[src/rtl/ctrl_decode_stage_pkg.sv]
// rtl/ctrl_decode_stage_pkg.sv - shared opcodes, encodings, FSM states and control word
package ctrl_decode_stage_pkg;

  localparam logic [6:0] OP_R      = 7'b0110011;
  localparam logic [6:0] OP_I      = 7'b0010011;
  localparam logic [6:0] OP_LOAD   = 7'b0000011;
  localparam logic [6:0] OP_STORE  = 7'b0100011;
  localparam logic [6:0] OP_BRANCH = 7'b1100011;
  localparam logic [6:0] OP_JAL    = 7'b1101111;
  localparam logic [6:0] OP_JALR   = 7'b1100111;
  localparam logic [6:0] OP_LUI    = 7'b0110111;
  localparam logic [6:0] OP_AUIPC  = 7'b0010111;

  localparam logic [6:0] F7_MEXT   = 7'b0000001;

  localparam logic [2:0] IMM_I = 3'b000;
  localparam logic [2:0] IMM_S = 3'b001;
  localparam logic [2:0] IMM_B = 3'b010;
  localparam logic [2:0] IMM_J = 3'b011;
  localparam logic [2:0] IMM_U = 3'b100;

  localparam logic [1:0] RES_ALU = 2'b00;
  localparam logic [1:0] RES_MEM = 2'b01;
  localparam logic [1:0] RES_PC4 = 2'b10;
  localparam logic [1:0] RES_IMM = 2'b11;

  localparam logic [1:0] ALUOP_ADD   = 2'b00;
  localparam logic [1:0] ALUOP_BR    = 2'b01;
  localparam logic [1:0] ALUOP_FUNCT = 2'b10;

  typedef enum logic {
    ST_IDLE = 1'b0,
    ST_DIV  = 1'b1
  } state_t;

  typedef struct packed {
    logic       reg_write;
    logic       alu_src;
    logic       alu_src_a;
    logic       mem_write;
    logic       branch;
    logic       jump;
    logic       jump_reg;
    logic       illegal;
    logic [2:0] imm_src;
    logic [1:0] result_src;
    logic [1:0] alu_op;
  } ctrl_t;

  function automatic ctrl_t illegal_ctrl();
    ctrl_t c;
    c         = '0;
    c.illegal = 1'b1;
    return c;
  endfunction

endpackage

[src/rtl/ctrl_decode_stage_comb.sv]
// rtl/ctrl_decode_stage_comb.sv - purely combinational opcode to control-word decode
module ctrl_decode_comb
  import ctrl_decode_stage_pkg::*;
#(
  parameter int EN_MEXT  = 1,
  parameter int EN_AUIPC = 1
) (
  input  logic [6:0] op_i,
  input  logic [2:0] funct3_i,
  input  logic [6:0] funct7_i,
  output ctrl_t      ctrl_o,
  output logic       is_div_o
);

  logic is_mext;
  assign is_mext = (funct7_i == F7_MEXT);

  always_comb begin
    ctrl_o   = '0;
    is_div_o = 1'b0;
    case (op_i)
      OP_R: begin
        if (is_mext && (EN_MEXT == 0)) begin
          ctrl_o = illegal_ctrl();
        end else begin
          ctrl_o.reg_write = 1'b1;
          ctrl_o.alu_op    = ALUOP_FUNCT;
          // funct3[2] separates DIV/DIVU/REM/REMU from the single-cycle MUL group
          is_div_o         = is_mext && funct3_i[2];
        end
      end
      OP_I: begin
        ctrl_o.reg_write = 1'b1;
        ctrl_o.alu_src   = 1'b1;
        ctrl_o.imm_src   = IMM_I;
        ctrl_o.alu_op    = (funct3_i == 3'b000) ? ALUOP_ADD : ALUOP_FUNCT;
      end
      OP_LOAD: begin
        ctrl_o.reg_write  = 1'b1;
        ctrl_o.alu_src    = 1'b1;
        ctrl_o.result_src = RES_MEM;
      end
      OP_STORE: begin
        ctrl_o.alu_src   = 1'b1;
        ctrl_o.mem_write = 1'b1;
        ctrl_o.imm_src   = IMM_S;
      end
      OP_BRANCH: begin
        ctrl_o.branch  = 1'b1;
        ctrl_o.imm_src = IMM_B;
        ctrl_o.alu_op  = ALUOP_BR;
      end
      OP_JAL: begin
        ctrl_o.reg_write  = 1'b1;
        ctrl_o.jump       = 1'b1;
        ctrl_o.imm_src    = IMM_J;
        ctrl_o.result_src = RES_PC4;
      end
      OP_JALR: begin
        if (funct3_i != 3'b000) begin
          ctrl_o = illegal_ctrl();
        end else begin
          ctrl_o.reg_write  = 1'b1;
          ctrl_o.jump       = 1'b1;
          ctrl_o.jump_reg   = 1'b1;
          ctrl_o.alu_src    = 1'b1;
          ctrl_o.result_src = RES_PC4;
        end
      end
      OP_LUI: begin
        ctrl_o.reg_write  = 1'b1;
        ctrl_o.imm_src    = IMM_U;
        ctrl_o.result_src = RES_IMM;
      end
      OP_AUIPC: begin
        if (EN_AUIPC == 0) begin
          ctrl_o = illegal_ctrl();
        end else begin
          ctrl_o.reg_write = 1'b1;
          ctrl_o.alu_src   = 1'b1;
          ctrl_o.alu_src_a = 1'b1;
          ctrl_o.imm_src   = IMM_U;
          ctrl_o.alu_op    = ALUOP_ADD;
        end
      end
      default: ctrl_o = illegal_ctrl();
    endcase
  end

endmodule

[src/rtl/ctrl_decode_stage.sv]
// rtl/ctrl_decode_stage.sv - decode stage: handshake, registered control word, divide hold FSM
module ctrl_decode_stage
  import ctrl_decode_stage_pkg::*;
#(
  parameter int EN_MEXT    = 1,
  parameter int DIV_CYCLES = 4,
  parameter int EN_AUIPC   = 1
) (
  input  logic       clk,
  input  logic       rst,
  input  logic       in_valid,
  output logic       in_ready,
  input  logic [6:0] op,
  input  logic [2:0] funct3,
  input  logic [6:0] funct7,
  input  logic       flush,
  output logic       out_valid,
  input  logic       out_ready,
  output logic       RegWrite,
  output logic       ALUSrc,
  output logic       ALUSrcA,
  output logic       MemWrite,
  output logic       Branch,
  output logic       Jump,
  output logic       JumpReg,
  output logic       Illegal,
  output logic [2:0] ImmSrc,
  output logic [1:0] ResultSrc,
  output logic [1:0] ALUOp,
  output logic       busy
);

  localparam int              CNT_W    = $clog2(DIV_CYCLES + 1);
  localparam logic [CNT_W-1:0] CNT_LOAD = CNT_W'(DIV_CYCLES - 1);
  localparam logic [CNT_W-1:0] CNT_ONE  = CNT_W'(1);

  ctrl_t            dec_ctrl;
  logic             dec_is_div;
  ctrl_t            ctrl_q;
  logic             out_valid_q;
  logic             busy_q;
  state_t           state_q;
  logic [CNT_W-1:0] cnt_q;
  logic [CNT_W-1:0] cnt_d;
  logic             accept;

  ctrl_decode_comb #(
    .EN_MEXT (EN_MEXT),
    .EN_AUIPC(EN_AUIPC)
  ) u_decode (
    .op_i    (op),
    .funct3_i(funct3),
    .funct7_i(funct7),
    .ctrl_o  (dec_ctrl),
    .is_div_o(dec_is_div)
  );

  assign in_ready = !rst && !flush && !busy_q && (!out_valid_q || out_ready);
  assign accept   = in_valid && in_ready;

  always_comb begin
    cnt_d = cnt_q - CNT_ONE;
  end

  // Reset and flush share one path so neither can leave divide state behind
  always_ff @(posedge clk) begin
    if (rst || flush) begin
      ctrl_q      <= '0;
      out_valid_q <= 1'b0;
      busy_q      <= 1'b0;
      state_q     <= ST_IDLE;
      cnt_q       <= '0;
    end else begin
      case (state_q)
        ST_IDLE: begin
          if (accept) begin
            ctrl_q      <= dec_ctrl;
            out_valid_q <= 1'b1;
            if (dec_is_div) begin
              state_q <= ST_DIV;
              busy_q  <= 1'b1;
              cnt_q   <= CNT_LOAD;
            end
          end else if (out_valid_q && out_ready) begin
            ctrl_q      <= '0;
            out_valid_q <= 1'b0;
          end
        end
        ST_DIV: begin
          if (cnt_q == CNT_ONE) begin
            state_q <= ST_IDLE;
            busy_q  <= 1'b0;
            cnt_q   <= '0;
          end else begin
            cnt_q <= cnt_d;
          end
        end
        default: begin
          state_q <= ST_IDLE;
          busy_q  <= 1'b0;
          cnt_q   <= '0;
        end
      endcase
    end
  end

  assign out_valid = out_valid_q;
  assign busy      = busy_q;
  assign RegWrite  = ctrl_q.reg_write;
  assign ALUSrc    = ctrl_q.alu_src;
  assign ALUSrcA   = ctrl_q.alu_src_a;
  assign MemWrite  = ctrl_q.mem_write;
  assign Branch    = ctrl_q.branch;
  assign Jump      = ctrl_q.jump;
  assign JumpReg   = ctrl_q.jump_reg;
  assign Illegal   = ctrl_q.illegal;
  assign ImmSrc    = ctrl_q.imm_src;
  assign ResultSrc = ctrl_q.result_src;
  assign ALUOp     = ctrl_q.alu_op;

endmodule
[config.mk]
export PLATFORM = sky130hd
export DESIGN_NAME = ctrl_decode_stage
export DESIGN_NICKNAME = d
export VERILOG_FILES = /design/src/rtl/ctrl_decode_stage_pkg.sv /design/src/rtl/ctrl_decode_stage_comb.sv /design/src/rtl/ctrl_decode_stage.sv
export SDC_FILE = /design/constraint.sdc
export NUM_CORES = 1
export LEC_CHECK = 0
export CORE_ASPECT_RATIO = 0.5
export CORE_MARGIN = 5
export CORE_UTILIZATION = 43
export DETAILED_ROUTE_END_ITERATION = 8
export GPL_ROUTABILITY_DRIVEN = 0
export PLACE_DENSITY = 0.87
export SLEW_MARGIN = 20
export SYNTH_ARGS = -nofsm -noshare
export SYNTH_HDL_FRONTEND = slang
export SYNTH_HIERARCHICAL = 1
export SYNTH_SLANG_ARGS = --single-unit
[constraint.sdc]
create_clock -name clk -period 2.7 [get_ports clk]
set_clock_uncertainty 0.2 [all_clocks]
set_input_delay 0.54 -clock clk [delete_from_list [all_inputs] [get_ports clk]]
set_output_delay 0.54 -clock clk [all_outputs]
set_load 0.1 [all_outputs]
### Word level (Yosys, flattened, before mapping)

Cells that the tools add are included.

| storage, ports and cells | value |
|---|---|
| register bits | 21 |
| input bits | 22 |

| cells by class | value |
|---|---|
| reductions and logical operators | 22 |
| bitwise logic cells | 1 |
| add/sub/neg operators | 1 |
| eq/ne operators | 14 |
| muxes and demuxes | 31 |

Operators by type and width:

| cell | count |
|---|---|
| 15-bit two-way mux | 2 |
| 7-bit by 6-bit equality test with 1-bit output (second input constant) | 3 |
| 7-bit equality test (second input constant) | 3 |
| 3-bit case mux with 5 select lines | 1 |
| 7-bit by 5-bit equality test with 1-bit output (second input constant) | 2 |
| 1-bit two-way mux | 12 |
| 1-bit case mux with 2 select lines | 5 |
| 3-bit two-way mux | 3 |
| 2-bit case mux with 4 select lines | 1 |
| 8-bit OR reduction | 1 |
| 7-bit by 1-bit equality test with 1-bit output (second input constant) | 1 |
| 7-bit by 2-bit equality test with 1-bit output (second input constant) | 1 |
| 1-bit logical AND | 6 |
| 2-bit two-way mux | 3 |
| 2-bit case mux with 3 select lines | 1 |
| 3-bit case mux with 2 select lines | 1 |
| 6-bit OR reduction | 1 |
| 1-bit zero test | 4 |
| 4-bit two-way mux | 1 |
| 2-bit inequality test (second input constant) | 2 |
| 2-bit case mux with 2 select lines | 1 |
| 2-bit AND reduction | 2 |
| 4-bit OR reduction | 1 |
| 3-bit by 1-bit equality test with 1-bit output (second input constant) | 1 |
| 9 further kinds | 10 |

### Logic depth before layout (Yosys ltp)

| depth | value |
|---|---|
| word-level depth | 7 |
| gate-level depth with buffers | 7 |
| depth with buffers taken out | 6 |

### Cells and area by module

The synthesis kept the hierarchy.

Modules (own cells, without submodules):

| module | area an instance (um^2) | times used | sequential area each (um^2) | cells each |
|---|---|---|---|---|
| ctrl_decode_stage | 958.4 | 1 | 420.4 | 105 |
| ctrl_decode_comb | 302.8 | 1 | 0.0 | 48 |

### Least setup slack after synthesis

OpenSTA, ideal clock, no wires.

| path | value |
|---|---|
| path type | reg-to-output |
| start | register out_valid_q, in the netlist out_valid |
| end | output port in_ready |
| data arrival time | 2.985 ns |
| path buffers | 0 |
| cell stages (with the launch flop) | 3 |
| required time | 1.960 ns |
| slack | -1.025 ns |
| cell sequence | dfxtp_1 -> nor2b_1 -> nor3_1 |

| between the ends | value |
|---|---|
| longest elaborated chain between the ends | 3 |

RTL lines:

| item | line | source |
|---|---|---|
| start: declaration | ctrl_decode_stage.sv:40 | `logic out_valid_q;` |
| start signal: assignment | ctrl_decode_stage.sv:69 | `out_valid_q <= 1'b0;` |
| start signal: assignment | ctrl_decode_stage.sv:78 | `out_valid_q <= 1'b1;` |
| start signal: assignment | ctrl_decode_stage.sv:86 | `out_valid_q <= 1'b0;` |
| 1-bit zero test | ctrl_decode_stage.sv:58 | `assign in_ready = !rst && !flush && !busy_q && (!out_valid_q \|\| out_ready);` |
| 1-bit logical OR | ctrl_decode_stage.sv:58 |  |
| 1-bit logical AND | ctrl_decode_stage.sv:58 |  |
| end: declaration | ctrl_decode_stage.sv:12 | `output logic in_ready,` |

No other way between the ends.

### Final worst setup path

| path | value |
|---|---|
| start | input port flush |
| end | output port in_ready |

| between the ends | value |
|---|---|
| longest elaborated chain between the ends | 4 |

RTL lines:

| item | line | source |
|---|---|---|
| start: declaration | ctrl_decode_stage.sv:16 | `input logic flush,` |
| 1-bit zero test | ctrl_decode_stage.sv:58 |  |
| 1-bit logical AND (3 in series) | ctrl_decode_stage.sv:58 |  |

No other way between the ends.

==> flow_summary.ini <==
[yosys]
synth_ff_type = dfxtp_1
synth_edf_count = 0
avgSynthCellArea_um2 = 8.243
ys_seq_area_frac = 0.3333
yosysMostFrequentCell = nand2_1
synth-async-reset-ratio = 0
ys.warnings.count = 6
synthTopCellsByArea = dfxtp_1, mux2i_1, nand3_1
yosysTopAreaCell = dfxtp_1
syn_inst = 153
syn-cell-area_um2 = 1261
synth_top_area_frac = 0.3333
synthTopCellsByCount = nand2_1, dfxtp_1, nand3_1
yosys_register_bits = 21
syn-num-nets = 177
synth.distinct_cells = 42

[die]
num_io_pins = 40
initial_core_util = 0.4671
rows = 13
die-area_um2 = 4182
die_h_um = 48.30
fp.dieW_um = 86.59
coreArea_um2 = 2700

[critical_path]
critical_path_required_ns = 1.96
critPathTopFamily = buffers and inverters
crit_slowest_cell = clkdlybuf4s50_1
max_stage_delay_ns = 0.41
crit_path_cell_trace = clkdlybuf4s50_1 -> or2_1 -> nor3_4 -> buf_12
end_kind = output port
arrival_ns = 1.75
path_buf_inv = 2
path_class = input pin to output port
crit_fanout = 7
cp-start-kind = input pin

[clock_network]
ctsResizeCount = 0
cts_buffers = 3
clk-insertion-delay-late_ns = 0.26
cts_tree = yes
hold_buffers = 0
cts_buffer_depth = 2
clockRootBuffer = clkbuf_8
clock_sinks = 21
ctsHtreeMaxLevel = 1
post_cts_buffers = 0
clk_pin_slew_worst_paths_ns = 0.07

[route]
initialDrtViolationCount = 54
drtAntennaViolNets = 0
vias = 1207
dr.pass1.iters = 4
finalWirelength_um = 3124
post-route-drc-count = 0
avgViaCountPerCell = 5.317
wire_per_inst_um = 13.76

[cells_and_area]
multiInputGateArea_um2 = 744.5
finalNonFillerCells = 227
nNetsFinal = 215
layout.area.seq_um2 = 420.4
final_layout_size_suffix_gt1_frac = 0.1789
num_antenna_cells = 0
syn_to_final_growth_pct = 33.43
n_fill_cell = 230

[sta]
setup_viol = 0
hold_viol_final = 0
post-route-min-period_ns = 2.486
fmax_mhz = 402.3
slew_headroom = 0.5730
slew_violations = 0
timing_worst_slew_pin_value_ns = 0.6386
setup_tns_ns = 0
rsz0062_at_grt = no
post-route-period-util = 0.9206

[global_routing]
grt_pass1_wl_um = 4919
grt_antenna_before_repair = 0
grt_max_degree = 33
grt_pass1_vias = 1120
grt_util_all_layers = 0.1513
grt_remaining_overflow = 0

[power_and_ir_drop]
power.leakage_uw = 0.0007248
peakVddDrop_v = 0.0001731
power.density_nw_per_um2 = 373.8
fin_total_pwr_uw = 629.1

[placement]
dp.cells = 223
portBuffers = 39
dp_hpwl_um = 2284

[run]
cap_violations = 0

[hold_path]
hold_class = register to register

[outcome]
outcome = finished, final reports clean
==> layer usage <==
layer	routed length, um	track usage
met5	0	0
met4	0	0.03727
met3	173	0.04047
met2	1504	0.2964
met1	1446	0.1717
==> worst reg2reg max path: cells and delay by family, from the launching register on <==
family           cells  cell delay, ns
DFF                  1            0.40
and+or+nand+nor      2            0.79
muxes                1            0.19
==> final timing paths <==
path	from	end	slack, ns	depth (start not counted)
worst min register to register	ALUSrc	ALUSrc	0.28	2
worst min-delay path	ALUSrc	ALUSrc	0.28	2
worst max-delay path	flush	in_ready	0.21	4
worst max register to register	state_q	ResultSrc[0]	1.01	3
==> power breakdown <==
| part | internal [uW] | total, uW | leakage, uW | switching [uW] |
|---|---|---|---|---|
| registers | 311 | 311 | 0.000169 | 0.815 |
| clock network | 103 | 205 | 0.0000255 | 102 |
| logic | 52.9 | 113 | 0.000530 | 60.4 |
==> logic make-up (layout without fill, tap and decap cells) <==
logic type,after synthesis,count (layout),share of synthesized area
simple gates,80,80,0.3323
flops,21,21,0.3333
buf+inv,17,54,0.08531
compound gates,16,16,0.09524
mux,16,16,0.1270
fa+ha+maj,2,2,0.01984
xor+xnor,1,1,0.006946
==> registers in the layout (all words and copies together), names as in the netlist <==
signal / cells
ALUOp: 2
ALUSrc: 1
ALUSrcA: 1
Branch: 1
Illegal: 1
ImmSrc: 3
Jump: 1
JumpReg: 1
MemWrite: 1
RegWrite: 1
ResultSrc: 2
busy: 1
cnt_q: 3
out_valid: 1
state_q: 1
==> through the flow <==
stage               setup slack, ns  area (um^2)    util  hold slack, ns
global placement             0.1829         1637  0.6061          0.2570
CTS                          0.2107         1683  0.6233          0.2815
global route                 0.1490         1683  0.6233          0.3114
detailed placement           0.1633         1637  0.6061          0.2653
floorplan                    0.2408         1272       -          0.2530
finish                       0.2143         1683  0.6233          0.2780
==> layout make-up <==
cell class / instances / area share
Clock buffer: 3 / 0.02454
Inverter: 4 / 0.008922
Sequential cell: 21 / 0.2498
Timing Repair Buffer: 46 / 0.2439
Multi-Input combinational cell: 115 / 0.4424
Clock inverter: 1 / 0.002974
Tap cell: 37 / 0.02751
==> cells in the final DEF (no fill, tap or decap), types with 2 or more instances in the layout <==
master	instances
nor2_1	6
nand3_1	19
or3_1	2
clkdlybuf4s50_1	21
buf_4	24
a211oi_1	2
clkbuf_8	3
nor3_1	5
mux2i_1	16
dfxtp_1	21
inv_1	3
nand2b_1	4
nor4_1	4
a21oi_1	2
nand3b_1	4
ha_1	2
nand2_1	24
nor2b_1	3
(Power assumes the default switching activity.)
